**src/rtl/flit_injector_if.sv**
```systemverilog
// Core-request and router-injection signal bundle for flit_injector.
// The master side is the core/router environment; the slave side is the injector.
interface flit_injector_if #(
  parameter int WIDTH_COORDINATE = 3,
  parameter int DATA_W           = 32,
  parameter int FIFO_DEPTH       = 4,
  parameter int TS_W             = 8,
  parameter int SEQ_W            = 4
);
  localparam int FLIT_W = 1 + 4*WIDTH_COORDINATE + TS_W + SEQ_W + DATA_W;
  localparam int CNT_W  = $clog2(FIFO_DEPTH) + 1;

  logic                        req_valid;
  logic                        req_ready;
  logic [WIDTH_COORDINATE-1:0] req_dstX;
  logic [WIDTH_COORDINATE-1:0] req_dstY;
  logic [DATA_W-1:0]           req_data;
  logic                        req_err;
  logic                        inj_slot_free;
  logic                        flit_valid;
  logic [FLIT_W-1:0]           flit_out;
  logic [CNT_W-1:0]            fifo_count;

  modport master (
    output req_valid, req_dstX, req_dstY, req_data, inj_slot_free,
    input  req_ready, req_err, flit_valid, flit_out, fifo_count
  );

  modport slave (
    input  req_valid, req_dstX, req_dstY, req_data, inj_slot_free,
    output req_ready, req_err, flit_valid, flit_out, fifo_count
  );
endinterface

```
**src/rtl/flit_injector.sv**
```systemverilog
// Local-port injection unit: buffers core packet requests in a small FIFO and
// emits one header flit per free router injection slot, in strict FIFO order.
module flit_injector #(
  parameter int WIDTH_COORDINATE = 3,
  parameter int SIZE_NETWORK     = 8,
  parameter int CUR_X            = 0,
  parameter int CUR_Y            = 0,
  parameter int DATA_W           = 32,
  parameter int FIFO_DEPTH       = 4,
  parameter int TS_W             = 8,
  parameter int SEQ_W            = 4
) (
  input  logic           clk,
  input  logic           rst_n,
  flit_injector_if.slave bus
);
  localparam int WC     = WIDTH_COORDINATE;
  localparam int PTR_W  = $clog2(FIFO_DEPTH);
  localparam int CNT_W  = PTR_W + 1;
  localparam int ENT_W  = 2*WC + TS_W + DATA_W;
  localparam int FLIT_W = 1 + 4*WC + TS_W + SEQ_W + DATA_W;

  function automatic logic coord_ok(input logic [WC-1:0] c);
    return int'(c) < SIZE_NETWORK;
  endfunction

  logic [ENT_W-1:0]  mem [FIFO_DEPTH];
  logic [PTR_W-1:0]  head;
  logic [PTR_W-1:0]  tail;
  logic [CNT_W-1:0]  cnt;
  logic [TS_W-1:0]   age;
  logic [SEQ_W-1:0]  seq;
  logic              err_p1;
  logic              vld_p1;
  logic [FLIT_W-1:0] flit_p1;

  logic              full;
  logic              accept;
  logic              push;
  logic              pop;
  logic [WC-1:0]     hd_x;
  logic [WC-1:0]     hd_y;
  logic [TS_W-1:0]   hd_ts;
  logic [DATA_W-1:0] hd_data;

  // Ready depends only on the registered count, so a full FIFO blocks a push
  // even when a pop happens on the same edge.
  assign full          = (cnt == CNT_W'(FIFO_DEPTH));
  assign bus.req_ready = rst_n & ~full;
  assign accept        = bus.req_valid & bus.req_ready;
  assign push          = accept & coord_ok(bus.req_dstX) & coord_ok(bus.req_dstY);
  assign pop           = bus.inj_slot_free & (cnt != '0);

  assign {hd_x, hd_y, hd_ts, hd_data} = mem[head];

  // Stage p0: request storage, timestamped with the age value at the enqueue edge
  always_ff @(posedge clk) begin
    if (push) mem[tail] <= {bus.req_dstX, bus.req_dstY, age, bus.req_data};
  end

  // Stage p1: header flit register, live for exactly one cycle after a pop
  always_ff @(posedge clk or negedge rst_n) begin
    if (!rst_n) begin
      head    <= '0;
      tail    <= '0;
      cnt     <= '0;
      age     <= '0;
      seq     <= '0;
      err_p1  <= 1'b0;
      vld_p1  <= 1'b0;
      flit_p1 <= '0;
    end else begin
      age    <= age + 1'b1;
      err_p1 <= accept & ~push;
      vld_p1 <= pop;
      if (push) tail <= tail + 1'b1;
      if (pop) begin
        head <= head + 1'b1;
        seq  <= seq + 1'b1;
      end
      case ({push, pop})
        2'b10:   cnt <= cnt + 1'b1;
        2'b01:   cnt <= cnt - 1'b1;
        default: cnt <= cnt;
      endcase
      flit_p1 <= pop ? {1'b1, WC'(CUR_X), WC'(CUR_Y), hd_x, hd_y, hd_ts, seq, hd_data}
                     : '0;
    end
  end

  assign bus.flit_valid = vld_p1;
  assign bus.flit_out   = flit_p1;
  assign bus.req_err    = err_p1;
  assign bus.fifo_count = cnt;
endmodule

```
**src/flat_wrapper.sv**
```systemverilog
// flat-port wrapper written by rule: the top's interface ports become plain ports
module flit_injector_flat 
#(
  parameter int WIDTH_COORDINATE = 3,
  parameter int SIZE_NETWORK     = 8,
  parameter int CUR_X            = 0,
  parameter int CUR_Y            = 0,
  parameter int DATA_W           = 32,
  parameter int FIFO_DEPTH       = 4,
  parameter int TS_W             = 8,
  parameter int SEQ_W            = 4
)
  (clk, rst_n, bus_req_valid, bus_req_dstX, bus_req_dstY, bus_req_data, bus_inj_slot_free, bus_req_ready, bus_req_err, bus_flit_valid, bus_flit_out, bus_fifo_count);
  flit_injector_if #(.WIDTH_COORDINATE(WIDTH_COORDINATE), .DATA_W(DATA_W), .FIFO_DEPTH(FIFO_DEPTH), .TS_W(TS_W), .SEQ_W(SEQ_W)) bus_i ();
  input  logic clk;
  input  logic rst_n;
  input wire logic [$bits(bus_i.req_valid)-1:0] bus_req_valid;
  input wire logic [$bits(bus_i.req_dstX)-1:0] bus_req_dstX;
  input wire logic [$bits(bus_i.req_dstY)-1:0] bus_req_dstY;
  input wire logic [$bits(bus_i.req_data)-1:0] bus_req_data;
  input wire logic [$bits(bus_i.inj_slot_free)-1:0] bus_inj_slot_free;
  output wire logic [$bits(bus_i.req_ready)-1:0] bus_req_ready;
  output wire logic [$bits(bus_i.req_err)-1:0] bus_req_err;
  output wire logic [$bits(bus_i.flit_valid)-1:0] bus_flit_valid;
  output wire logic [$bits(bus_i.flit_out)-1:0] bus_flit_out;
  output wire logic [$bits(bus_i.fifo_count)-1:0] bus_fifo_count;
  assign bus_i.req_valid = bus_req_valid;
  assign bus_i.req_dstX = bus_req_dstX;
  assign bus_i.req_dstY = bus_req_dstY;
  assign bus_i.req_data = bus_req_data;
  assign bus_i.inj_slot_free = bus_inj_slot_free;
  assign bus_req_ready = bus_i.req_ready;
  assign bus_req_err = bus_i.req_err;
  assign bus_flit_valid = bus_i.flit_valid;
  assign bus_flit_out = bus_i.flit_out;
  assign bus_fifo_count = bus_i.fifo_count;
  flit_injector #(.WIDTH_COORDINATE(WIDTH_COORDINATE), .SIZE_NETWORK(SIZE_NETWORK), .CUR_X(CUR_X), .CUR_Y(CUR_Y), .DATA_W(DATA_W), .FIFO_DEPTH(FIFO_DEPTH), .TS_W(TS_W), .SEQ_W(SEQ_W)) u_core (.clk(clk), .rst_n(rst_n), .bus(bus_i));
endmodule
```
**config.mk**
```make
export PLATFORM = sky130hd
export DESIGN_NAME = flit_injector_flat
export DESIGN_NICKNAME = d
export VERILOG_FILES = /design/src/rtl/flit_injector_if.sv /design/src/rtl/flit_injector.sv /design/src/flat_wrapper.sv
export SDC_FILE = /design/constraint.sdc
export NUM_CORES = 1
export LEC_CHECK = 0
export ABC_AREA = 1
export ABC_CLOCK_PERIOD_IN_PS = 8400
export CAP_MARGIN = 20
export CORE_ASPECT_RATIO = 0.5
export CORE_MARGIN = 3
export CORE_UTILIZATION = 25
export DETAILED_ROUTE_END_ITERATION = 7
export PLACE_DENSITY_LB_ADDON = 0.2
export REMOVE_ABC_BUFFERS = 1
export SLEW_MARGIN = 20
export SYNTH_ARGS = -nofsm -noshare
export SYNTH_HDL_FRONTEND = slang
export SYNTH_SLANG_ARGS = --single-unit
```
**constraint.sdc**
```tcl
create_clock -name clk -period 8.4 [get_ports clk]
set_clock_uncertainty 0.2 [all_clocks]
set_input_delay 1.26 -clock clk [delete_from_list [all_inputs] [get_ports clk]]
set_output_delay 1.26 -clock clk [all_outputs]
set_load 0.02 [all_outputs]
```
==> results by group, run 1 <==
Floorplanning
  • Core region area: 39,500 um2
  • DIE WIDTH: 291 um
  • Site Rows: 51
  • Top-level port count: 105
  • DIE AREA: 43,200 um2
  • Chip Height: 149 um
  • Starting density of the core: 25.7%

Finish
  • Layout cell share with drive strength beyond 1: 5.95%
  • ANT cells: 0
  • Area growth from synthesis to layout: 23.8%
  • Number of nets at the end of the flow: 1,054

Detailed routing
  • DRC violation count after routing: 0
  • Post-DR wirelength/cell: about 14 um
  • Overall routed net length: 21,900 um
  • Vias: 6,141
  • Vias per inst: between 3 and 4
  • Number of detailed-routing iterations run before antenna repair: 4
  • Initial detailed-routing violation count: 301
  • Antenna violation net count after detailed routing: 0

STA
  • Final-layout setup total negative slack: 0 ns
  • Worst max-slew margin expressed relative to the limit: slightly below 30%
  • Max-slew violation count: 0
  • Final period util: ~49%
  • RSZ-0062 raised after global routing: false
  • Maximum clock rate: approximately 240 MHz
  • Final hold violation count: 0
  • Setup violators final: 0
  • Post-layout minimum cycle time: 4.13 ns
  • Transition at the pin with the smallest max-transition slack: 1.07 ns
  • WHS: between 0.3 and 0.4 ns

Placement
  • Port bufs: 97
  • Half-perimeter wire length after placement: about 11,000 um
  • Global placement routability congestion: 0.698

Setup path
  • Crit path capture type: output port
  • CP Buf/Inv Count: 2
  • Worst-path fanout max: 74
  • Critical path arrival: 2.67 ns
  • Worst Setup Path Type: input port to output port
  • Worst-path cell with the longest stage delay: sky130_fd_sc_hd__clkdlybuf4s50_1
  • Kind of cell with the highest combined delay on the critical path: buffers and inverters
  • CP Data Required Time: 6.94 ns
  • Crit path launch type: input port
  • Delay of the slowest critical-path stage: 0.62 ns
  • Chain of cells forming the critical path: buf_6 > a21boi_0 > clkdlybuf4s50_1

GRT
  • Global-route wire length before repair: 34,600 um
  • Total gr overflow: 0
  • Largest net degree at the start of global routing: 96
  • Number of antenna violations at the first check in global routing: 0
  • GRT Total Usage: 10.0%
  • Vias in the first global route: 6,197

Logic synthesis
  • Synthesis Warnings: 0
  • Most frequent cells after synthesis: 222 x sky130_fd_sc_hd__nand2_1, 204 x sky130_fd_sc_hd__inv_1, 184 x sky130_fd_sc_hd__edfxtp_1
  • Sequential share of the synthesized area: 71.6%
  • Flip-flop and latch count after synthesis: roughly 250
  • Distinct cell type count of the synthesized netlist: 23
  • Share of Yosys cell area claimed by the top area cell type: 54.4%
  • Cell types with the largest area share after synthesis: sky130_fd_sc_hd__edfxtp_1 54%, sky130_fd_sc_hd__dfrtp_1 17%, sky130_fd_sc_hd__nand2_1 8.2%, sky130_fd_sc_hd__inv_1 7.5%, sky130_fd_sc_hd__nand3_1 4.8%
  • Most instantiated library cell after synthesis: sky130_fd_sc_hd__nand2_1
  • Count of flip-flops with a built-in enable after synthesis: around 180
  • Share of flip-flops with an asynchronous set or reset after synthesis: 27.6%
  • Library cell with the largest summed area after synthesis: sky130_fd_sc_hd__edfxtp_1
  • Cell count after synthesis: between 900 and 1,000
  • Predominant post-synthesis flop cell: sky130_fd_sc_hd__edfxtp_1
  • Cell area after technology mapping: 10,200 um2
  • Post-Synthesis Mean Instance Area: roughly 11 um2

Clocking
  • TritonCTS clock tree: built
  • Insertion delay of the later-clocked pin in the worst-skew pair: 0.53 ns
  • Clk Tree Root Cell: sky130_fd_sc_hd__clkbuf_16
  • Post-CTS setup-driven buffer insertion count: 0
  • Cts repair resizes: 0
  • Number of buffers added to fix hold violations after cts: 0
  • H-tree depth: 1
  • Clock sink count: approximately 250
  • Longest Clk Path Bufs: 3
  • TritonCTS Buffers: 27
  • Clock transition at path regs: 0.06 ns

Power
  • VDD IR-drop max: 0.207 mV
  • Reported leakage power: 5.42 nW
  • Pwr dens: approximately 330 nW/um2

Run status
  • Run status: completed

Flow run
  • MaxCap Viol Count: 0

Min path
  • Tightest Hold Check Type: flop to flop
## layout make-up
cell class / count / area, um2
Fill cell: 3944 / 26900
Sequential cell: 254 / 7280
Multi-Input combinational cell: 409 / 1880
Timing Repair Buffer: 105 / 1040
Inverter: 207 / 778
Clock buffer: 36 / 739
Tap cell: 530 / 663
Clock inverter: 14 / 205
## through the flow
| stage | area (um2) | std cells | power [mW] | util, % | worst slack (ns) |
|---|---|---|---|---|---|
| floorplan | 9900 | 870 | 2.35 | - | 4.34 |
| detailed placement | 11600 | 1505 | 2.90 | 29.4 | 3.92 |
| global route | 12600 | 1555 | 4.34 | 31.8 | 4.06 |
| global placement | 11600 | 1505 | 2.88 | 29.4 | 3.96 |
| CTS | 12600 | 1555 | 4.17 | 31.8 | 3.93 |
| finish | 12600 | 1555 | 4.10 | 31.8 | 4.27 |
## per-layer routing
| metal | up-vias | GRT usage (%) | share of wire [%] |
|---|---|---|---|
| met2 | 74 | 18.9 | 53 |
| met4 | 0 | 2.45 | 2.0 |
| met5 | - | 0 | 0 |
| li1 | 3042 | - | - |
| met3 | 33 | 1.43 | 2.7 |
| met1 | 2992 | 12.1 | 43 |
## cells by family (layout without fill, tap and decap cells)
logic type | after synthesis | after routing | synth area share [%]
XOR/XNOR | 6 | 6 | 0.517
AND/OR/NAND/NOR | 337 | 337 | 13.8
flip-flops | 254 | 254 | 71.6
buffers and inverters | 251 | 362 | 10.4
other | 1 | 7 | 0.0369
adder cells (fa/ha/maj) | 8 | 8 | 1.06
AO/OA/AOI/OAI | 51 | 51 | 2.54
## tightest hold or removal path, delay by kind of cell, from the launching register on
kind / cells / cell delay [ns]
flip-flops: 1 / 0.36
AND/OR/NAND/NOR: 2 / 0.12
## final timing paths
check / startpoint / endpoint / slack, ns / cells after the start
worst max-delay path: rst_n / bus_req_ready / 4.27 / 3
min in group asynchronous: rst_n / u_core.bus.flit_out[24] / 0.58 / 1
worst min-delay path: u_core.seq[3] / u_core.seq[3] / 0.31 / 2
worst min register to register: u_core.seq[3] / u_core.seq[3] / 0.31 / 2
worst max register to register: u_core.bus.fifo_count[0] / u_core.bus.fifo_count[1] / 5.46 / 9
max in group asynchronous: rst_n / u_core.head[1] / 6.88 / 1
## sequential cells by signal, summed over array words and instances, names as in the netlist
| signal | count |
|---|---|
| u_core.mem | 184 |
| u_core.bus.flit_out | 50 |
| u_core.age | 8 |
| u_core.seq | 4 |
| u_core.bus.fifo_count | 3 |
| u_core.head | 2 |
| u_core.tail | 2 |
| u_core.bus.flit_valid | 1 |
## placed cells by master, fill, tap and decap left out, drive strengths merged
cell and instances:
o21ai 4, fa 1, buf 9, clkdlybuf4s50 96
inv 208, bufinv 5, nand4 4, xnor2 5
ha 7, clkbuf 36, clkinv 6, a21oi 46
nand3 98, conb 7, nand3b 1, dfrtp 70
nand2 223, edfxtp 184, nor2 11, xor2 1
a21boi 1, clkinvlp 2
## power breakdown
| group | internal, mW | leakage, nW | total [mW] | switching [mW] |
|---|---|---|---|---|
| combinational | 0.423 | 2.39 | 1.19 | 0.769 |
| sequential | 1.57 | 2.57 | 1.65 | 0.0807 |
| clock | 0.773 | 0.456 | 1.26 | 0.482 |
| total | 2.76 | 5.42 | 4.10 | 1.33 |
No activity file was read; power rests on OpenSTA's default activity.
==> run 2, diff against run 1 <==
--- a/config.mk
+++ b/config.mk
@@ -6,7 +6,7 @@
 export NUM_CORES = 1
 export LEC_CHECK = 0
 export ABC_AREA = 1
-export ABC_CLOCK_PERIOD_IN_PS = 8400
+export ABC_CLOCK_PERIOD_IN_PS = 3500
 export CAP_MARGIN = 20
 export CORE_ASPECT_RATIO = 0.5
 export CORE_MARGIN = 3
==> constraint.sdc (replaced) <==
create_clock -name clk -period 3.5 [get_ports clk]
set_clock_uncertainty 0.2 [all_clocks]
set_input_delay 0.525 -clock clk [delete_from_list [all_inputs] [get_ports clk]]
set_output_delay 0.525 -clock clk [all_outputs]
set_load 0.02 [all_outputs]
==> run 2 against run 1 <==
- core utilization barely moved
- register-to-register slack got worse by 4.4 ns
- sequential power rose by 140%
- sequential share of layout area barely moved
- first-iteration DRC count fell by 11%
- die area did not move
- sequential cell count did not move
- non-clock buffer count rose by 4
- count of clock-buffer cells in the layout rose by 5
- hold slack got worse by 0.18 ns
- critical endpoint unchanged
- largest cell class unchanged
- highest routed layer unchanged
==> results by group, run 2 (synthesis gave the netlist of run 1 again) <==
STA
  • Final hold violation count: 0 (unchanged)
  • RSZ-0062 raised after global routing: false
  • Max-slew violation count: 0 (unchanged)
  • Setup violators final: 0 (unchanged)
  • Final period util: 77.9%
  • WHS: 0.137 ns (-0.176 ns)
  • Maximum clock rate: ~370 MHz
  • Post-layout minimum cycle time: 2.73 ns
  • Final setup slack of the worst path: 0.772 ns (-3.49 ns)
  • Transition at the pin with the smallest max-transition slack: 1.05 ns (-0.0149 ns)
  • Final-layout setup total negative slack: 0 ns (unchanged)
  • Worst max-slew margin expressed relative to the limit: 29.7% (+0.89 points)

Finish
  • Fill cell count: 3,937 (-0.18%)
  • Layout cell share with drive strength beyond 1: 5.34% (-0.61 points)
  • Most frequent cells in the layout: 222 x sky130_fd_sc_hd__nand2_1, 204 x sky130_fd_sc_hd__inv_1, 184 x sky130_fd_sc_hd__edfxtp_1
  • Commonest non-fill, non-tap cell in the layout: sky130_fd_sc_hd__nand2_1
  • Area growth from synthesis to layout: 23.9% (about the same)
  • Register containing the most flip-flops in the final layout: u_core.mem
  • ANT cells: 0 (unchanged)
  • Number of nets at the end of the flow: 1,058 (+0.38%)
  • Max reg flops: 184 (unchanged)

Floorplanning
  • DIE AREA: 43,200 um2 (unchanged)
  • Chip Height: 149 um (unchanged)
  • Core region area: 39,500 um2 (unchanged)
  • Top-level port count: 105 (unchanged)
  • Starting density of the core: 25.7% (unchanged)
  • DIE WIDTH: 291 um (unchanged)
  • Site Rows: 51 (unchanged)

Min path
  • Tightest Hold Check Type: input port to asynchronous set/reset pin

Power
  • Share of power burned in combinational logic: 30.1% (+1.0 points)
  • VDD IR-drop max: 0.354 mV (+71%)
  • Power Internal: 6.45 mW (+130%)
  • Switching Power: 3.17 mW (+140%)
  • Reported leakage power: 5.41 nW (-0.18%)
  • Pwr dens: 764 nW/um2 (+130%)
  • Share of total power in sequential cells: 41.3% (+1.0 points)
  • Switching portion of total power: 32.9% (+0.42 points)
  • Clk pwr share: 28.6% (-2.0 points)

Setup path
  • Register-to-register path setup slack: 1.02 ns (-4.44 ns)
  • Kind of cell with the highest combined delay on the critical path: buffers and inverters
  • Crit path launch type: input port
  • Chain of cells forming the critical path: dlygate4sd3_1 > buf_4 > a21boi_0 > clkdlybuf4s50_1
  • Critical path arrival: 2.00 ns (-0.67 ns)
  • Reg-to-reg critical path endpoint: u_core.bus.fifo_count[2]
  • Cell count of the worst reg-to-reg path: 10 (+1)
  • CP Buf/Inv Count: 3 (+1)
  • Worst-path fanout max: 6 (-92%)
  • Worst-path cell with the longest stage delay: sky130_fd_sc_hd__clkdlybuf4s50_1
  • Delay of the slowest critical-path stage: 0.63 ns (about the same)
  • Crit path capture type: output port
  • Worst Setup Path Type: input port to output port
  • CP Data Required Time: 2.77 ns (-4.17 ns)
  • Reg-to-Reg Start: u_core.bus.fifo_count[0]

GRT
  • Global-route wire length before repair: 34,700 um (+0.22%)
  • GRT Total Usage: 10.1% (+0.088 points)
  • Number of antenna violations at the first check in global routing: 0 (unchanged)
  • Largest net degree at the start of global routing: 95 (-1.0%)
  • Vias in the first global route: 6,115 (-1.3%)
  • Total gr overflow: 0 (unchanged)

Clocking
  • TritonCTS Buffers: 27 (unchanged)
  • Insertion delay of the later-clocked pin in the worst-skew pair: 0.54 ns (about the same)
  • Post-CTS setup-driven buffer insertion count: 0 (unchanged)
  • Clk Tree Root Cell: sky130_fd_sc_hd__clkbuf_16
  • Clock sink count: 254 (unchanged)
  • Clock transition at path regs: 0.06 ns (about the same)
  • Cts repair resizes: 0 (unchanged)
  • Longest Clk Path Bufs: 3 (unchanged)
  • Number of buffers added to fix hold violations after cts: 1 (+1)
  • H-tree depth: 1 (unchanged)
  • TritonCTS clock tree: built

Flow run
  • MaxCap Viol Count: 0 (unchanged)

Detailed routing
  • Overall routed net length: 22,200 um (+1.5%)
  • Initial detailed-routing violation count: 267 (-11%)
  • Post-DR wirelength/cell: 14.2 um (+1.2%)
  • Number of detailed-routing iterations run before antenna repair: 5 (+1)
  • Antenna violation net count after detailed routing: 0 (unchanged)
  • DRC violation count after routing: 0 (unchanged)
  • Vias: 6,207 (+1.1%)
  • Vias per inst: 3.98 (+0.82%)

Placement
  • Global placement routability congestion: 0.721 (+3.2%)
  • Setup slack at placement: 0.719 ns (-3.20 ns)
  • Half-perimeter wire length after placement: 11,800 um (+3.3%)
  • Port bufs: 97 (unchanged)

Run status
  • Run status: completed
run 2: cell types whose count changed in the layout (fill, tap and decap cells not counted), moves of 2 or more:
cell	previous run	this run
sky130_fd_sc_hd__buf_12	0	6
sky130_fd_sc_hd__clkbuf_1	6	11
sky130_fd_sc_hd__clkinvlp_4	2	0
sky130_fd_sc_hd__clkinv_1	2	6
sky130_fd_sc_hd__clkinv_2	4	0
sky130_fd_sc_hd__buf_6	2	0
sky130_fd_sc_hd__bufinv_16	5	2
run 2: area by class of cell:
cell class,instances,area [um2],area share [%]
tap,530,663,5.27
clock buffer,41,758,6.03
sequential,254,7280,57.9
inverter,207,777,6.17
timing repair buffer,109,1140,9.03
multi-input combinational,409,1880,14.9
clock inverter,9,91.3,0.726
run 2: layer usage:
layer	GRT usage (%)	wire, um	up-vias	share of wire, %
li1	-	-	3048	-
met1	12.3	9600	3045	43
met2	18.9	11500	82	52
met3	1.46	585	32	2.6
met4	2.53	453	0	2.0
met5	0	0	-	0
run 2: per-stage QoR:
| step | std cells | area, um2 | power (mW) | utilization [%] |
|---|---|---|---|---|
| after floorplan | 870 | 9900 | 5.65 | - |
| after global placement | 1507 | 11700 | 6.95 | 29.6 |
| after detailed placement | 1507 | 11700 | 6.98 | 29.6 |
| after CTS | 1558 | 12600 | 9.77 | 31.8 |
| after global routing | 1559 | 12600 | 10.2 | 31.9 |
| final | 1559 | 12600 | 9.62 | 31.9 |
run 2: worst max-delay path by stage:
stage                                          end                      from  depth (start not counted)  slack [ns]
after CTS                            bus_req_ready                     rst_n                          4        0.75
final                                bus_req_ready                     rst_n                          4        0.77
after global routing                 bus_req_ready                     rst_n                          4        0.68
after detailed placement  u_core.bus.fifo_count[1]             bus_req_valid                          6        0.72
after global placement    u_core.bus.fifo_count[1]             bus_req_valid                          6        0.79
after floorplan                   u_core.mem[0][0]  u_core.bus.fifo_count[0]                          4        0.02
run 2: power by group through the flow:
| stage | combinational [mW] | sequential [mW] | clock, mW |
|---|---|---|---|
| 6_report | 2.90 | 3.97 | 2.75 |
| 2_1_floorplan | 1.17 | 4.48 | 0 |
| 5_1_grt | 3.23 | 4.02 | 2.96 |
| 3_5_place_dp | 2.94 | 4.05 | 0 |
| 4_1_cts | 2.95 | 3.99 | 2.83 |
| 3_3_place_gp | 2.91 | 4.04 | 0 |
==> run 3, diff against run 2 <==
--- a/config.mk
+++ b/config.mk
@@ -6,7 +6,7 @@
 export NUM_CORES = 1
 export LEC_CHECK = 0
 export ABC_AREA = 1
-export ABC_CLOCK_PERIOD_IN_PS = 3500
+export ABC_CLOCK_PERIOD_IN_PS = 2300
 export CAP_MARGIN = 20
 export CORE_ASPECT_RATIO = 0.5
 export CORE_MARGIN = 3
==> constraint.sdc (replaced) <==
create_clock -name clk -period 2.3 [get_ports clk]
set_clock_uncertainty 0.2 [all_clocks]
set_input_delay 0.345 -clock clk [delete_from_list [all_inputs] [get_ports clk]]
set_output_delay 0.345 -clock clk [all_outputs]
set_load 0.02 [all_outputs]
==> run 3 against run 2 <==
- die area unchanged
- count of clock-buffer cells in the layout down 1
- first-iteration DRC count down 22%
- highest routed layer unchanged
==> results by group, run 3 (synthesis gave the netlist of run 1 again) <==
Finish
  • Layout Utilization: 32.1% (+0.27 points)
  • Most frequent cells in the layout: 222 x sky130_fd_sc_hd__nand2_1, 204 x sky130_fd_sc_hd__inv_1, 184 x sky130_fd_sc_hd__edfxtp_1
  • Fill cell count: 3,916 (-0.53%)
  • Max reg flops: 184 (unchanged)
  • Commonest non-fill, non-tap cell in the layout: sky130_fd_sc_hd__nand2_1
  • Register containing the most flip-flops in the final layout: u_core.mem
  • Area taken by flip-flops and latches: 7280 um2 (unchanged)
  • Number of nets at the end of the flow: 1,066 (+0.76%)
  • Area growth from synthesis to layout: 24.9%
  • ANT cells: 0 (unchanged)
  • Area of the multi-input gates: 1880 um2 (unchanged)
  • Layout cell share with drive strength beyond 1: 6.56% (+1.2 points)

Clocking
  • Clock sink count: 254 (unchanged)
  • Insertion delay of the later-clocked pin in the worst-skew pair: 0.53 ns (about the same)
  • Clk Tree Root Cell: sky130_fd_sc_hd__clkbuf_16
  • TritonCTS Buffers: 27 (unchanged)
  • Clock transition at path regs: 0.06 ns (about the same)
  • H-tree depth: 1 (unchanged)
  • TritonCTS clock tree: built
  • Longest Clk Path Bufs: 3 (unchanged)

Floorplanning
  • Chip Height: 149 um (unchanged)
  • DIE AREA: 43,200 um2 (unchanged)
  • Starting density of the core: 25.7% (unchanged)
  • Top-level port count: 105 (unchanged)
  • DIE WIDTH: 291 um (unchanged)
  • Core region area: 39,500 um2 (unchanged)
  • Site Rows: 51 (unchanged)

Detailed routing
  • Initial detailed-routing violation count: 208 (-22%)
  • Overall routed net length: 23,200 um (+4.7%)
  • Number of detailed-routing iterations run before antenna repair: 4 (-1)
  • Vias: 6,235 (+0.45%)
  • Post-DR wirelength/cell: 14.8 um (+4.1%)
  • DRC violation count after routing: 0 (unchanged)
  • Vias per inst: 3.98 (about the same)
  • Antenna violation net count after detailed routing: 0 (unchanged)

STA
  • RSZ-0062 raised after global routing: false
  • Setup violators final: 0 (unchanged)
  • Final hold violation count: 0 (unchanged)
  • Max-slew violation count: 0 (unchanged)
  • WHS: 0.204 ns (+0.0665 ns)
  • Post-layout minimum cycle time: approximately 2.1 ns
  • Final period util: about 93%
  • Worst max-slew margin expressed relative to the limit: 45.7% (+16 points)
  • Transition at the pin with the smallest max-transition slack: 0.814 ns (-0.238 ns)
  • Maximum clock rate: 466 MHz

GRT
  • Total gr overflow: 0 (unchanged)
  • Peak-usage layer in the global routing report: met2
  • Vias in the first global route: 6,465 (+5.7%)
  • Global-route wire length before repair: 36,900 um (+6.4%)
  • GR Util met1: 13.4% (+1.1 points)
  • Met2 GRT Util: 20.2% (+1.3 points)
  • GRT Total Usage: 10.8% (+0.69 points)
  • Met3 usage: 1.33% (-0.13 points)
  • Number of antenna violations at the first check in global routing: 0 (unchanged)
  • Largest net degree at the start of global routing: 95 (unchanged)

Setup path
  • Worst Setup Path Type: flop to output port
  • Chain of cells forming the critical path: clkdlybuf4s50_1
  • Worst-path cell with the longest stage delay: sky130_fd_sc_hd__clkdlybuf4s50_1
  • Delay of the slowest critical-path stage: 0.64 ns (about the same)
  • Kind of cell with the highest combined delay on the critical path: buffers and inverters
  • Worst-path fanout max: 5 (-1)
  • CP Buf/Inv Count: 1 (-2)
  • Critical path arrival: 1.60 ns (-0.40 ns)
  • CP Data Required Time: 1.75 ns (-1.02 ns)
  • Crit path capture type: output port
  • Crit path launch type: flop

Power
  • VDD IR-drop max: 0.647 mV (+83%)
  • Switching portion of total power: 33.4% (+0.50 points)
  • Share of power burned in combinational logic: 30.9% (+0.8 points)
  • Switching Power: 4.94 mW (+56%)
  • Power Internal: 9.84 mW (+53%)
  • Share of total power in sequential cells: 41.0% (-0.3 points)
  • Clk pwr share: 28.1% (-0.5 points)
  • Pwr dens: 1160 nW/um2 (+52%)
  • Reported leakage power: 5.47 nW (+1.2%)

Min path
  • Tightest Hold Check Type: input port to asynchronous set/reset pin

Run status
  • Run status: completed

Flow run
  • MaxCap Viol Count: 0 (unchanged)

Placement
  • Global placement routability congestion: 0.720 (about the same)
  • Port bufs: 97 (unchanged)
  • Half-perimeter wire length after placement: 13,300 um (+13%)
==> run 3: changes by cell type in the layout (fill, tap and decap cells not counted) <==
cell	before	now
sky130_fd_sc_hd__buf_12	6	10
sky130_fd_sc_hd__buf_4	6	10
sky130_fd_sc_hd__clkinv_2	0	4
sky130_fd_sc_hd__clkinv_1	6	3
sky130_fd_sc_hd__clkbuf_1	11	9
sky130_fd_sc_hd__bufinv_16	2	1
sky130_fd_sc_hd__clkbuf_8	3	4
sky130_fd_sc_hd__clkdlybuf4s50_1	96	95
sky130_fd_sc_hd__dlygate4sd2_1	0	1
sky130_fd_sc_hd__inv_8	0	1
==> run 3: final cells by class <==
type	instances	share of cell area, %
Sequential cell	254	57.4
Multi-Input combinational cell	409	14.8
Timing Repair Buffer	117	9.81
Inverter	207	6.12
Clock buffer	40	6.03
Tap cell	530	5.23
Clock inverter	10	0.641
==> run 3: path summary, 6_finish.rpt <==
kind	from	endpoint	slack, ns	cells after the start
setup / recovery	u_core.bus.fifo_count[2]	bus_fifo_count[2]	0.16	1
hold / removal	rst_n	u_core.bus.fifo_count[0]	0.20	3
hold reg to reg	u_core.seq[3]	u_core.seq[3]	0.31	2
min in group clk	bus_req_data[2]	u_core.mem[1][2]	0.26	1
max in group asynchronous	rst_n	u_core.head[1]	1.02	3
setup reg to reg	u_core.bus.fifo_count[1]	u_core.bus.fifo_count[2]	0.24	10
==> run 3: worst reg2reg max path, cell delays in order (launching register included) <==
cell and delay, ns:
sky130_fd_sc_hd__dfrtp_1 0.41, sky130_fd_sc_hd__nor2_1 0.19, sky130_fd_sc_hd__nand2_1 0.12, sky130_fd_sc_hd__nand3_1 0.11
sky130_fd_sc_hd__ha_1 0.17, sky130_fd_sc_hd__inv_1 0.06, sky130_fd_sc_hd__fa_1 0.38, sky130_fd_sc_hd__nand2_1 0.11
sky130_fd_sc_hd__nand3_1 0.09, sky130_fd_sc_hd__nand2_1 0.06, sky130_fd_sc_hd__nand2_1 0.05
==> run 3: stage by stage <==
step | total power, mW | setup TNS [ns] | cell area [um2] | setup WS (ns) | cells
2_1_floorplan | 8.59 | -268.30 | 9900 | -1.18 | 870
3_3_place_gp | 10.8 | 0 | 11800 | 0.109 | 1516
3_5_place_dp | 10.8 | 0 | 11800 | 0.122 | 1516
4_1_cts | 15.1 | 0 | 12700 | 0.133 | 1567
5_1_grt | 15.7 | 0 | 12700 | 0.0533 | 1567
6_report | 14.8 | 0 | 12700 | 0.156 | 1567
==> run 3: power by group through the flow <==
stage	Sequential, mW	Combinational (mW)	Clock [mW]
2_1_floorplan	6.81	1.78	0
3_3_place_gp	6.17	4.63	0
3_5_place_dp	6.18	4.67	0
4_1_cts	6.09	4.69	4.28
5_1_grt	6.15	5.08	4.46
6_report	6.06	4.57	4.15
==> run 3: routing by layer <==
layer	vias to the layer above	wire [um]
met5	-	0
met1	3069	10100
met2	70	12100
met3	33	549
li1	3063	-
met4	0	478
==> run 3: timing repair <==
action,in CTS,in global routing
buffers inserted,0,0
endpoints found under the hold margin,70,0
setup endpoints to repair,1,0
gates resized for setup,1,0
hold buffers,1,0
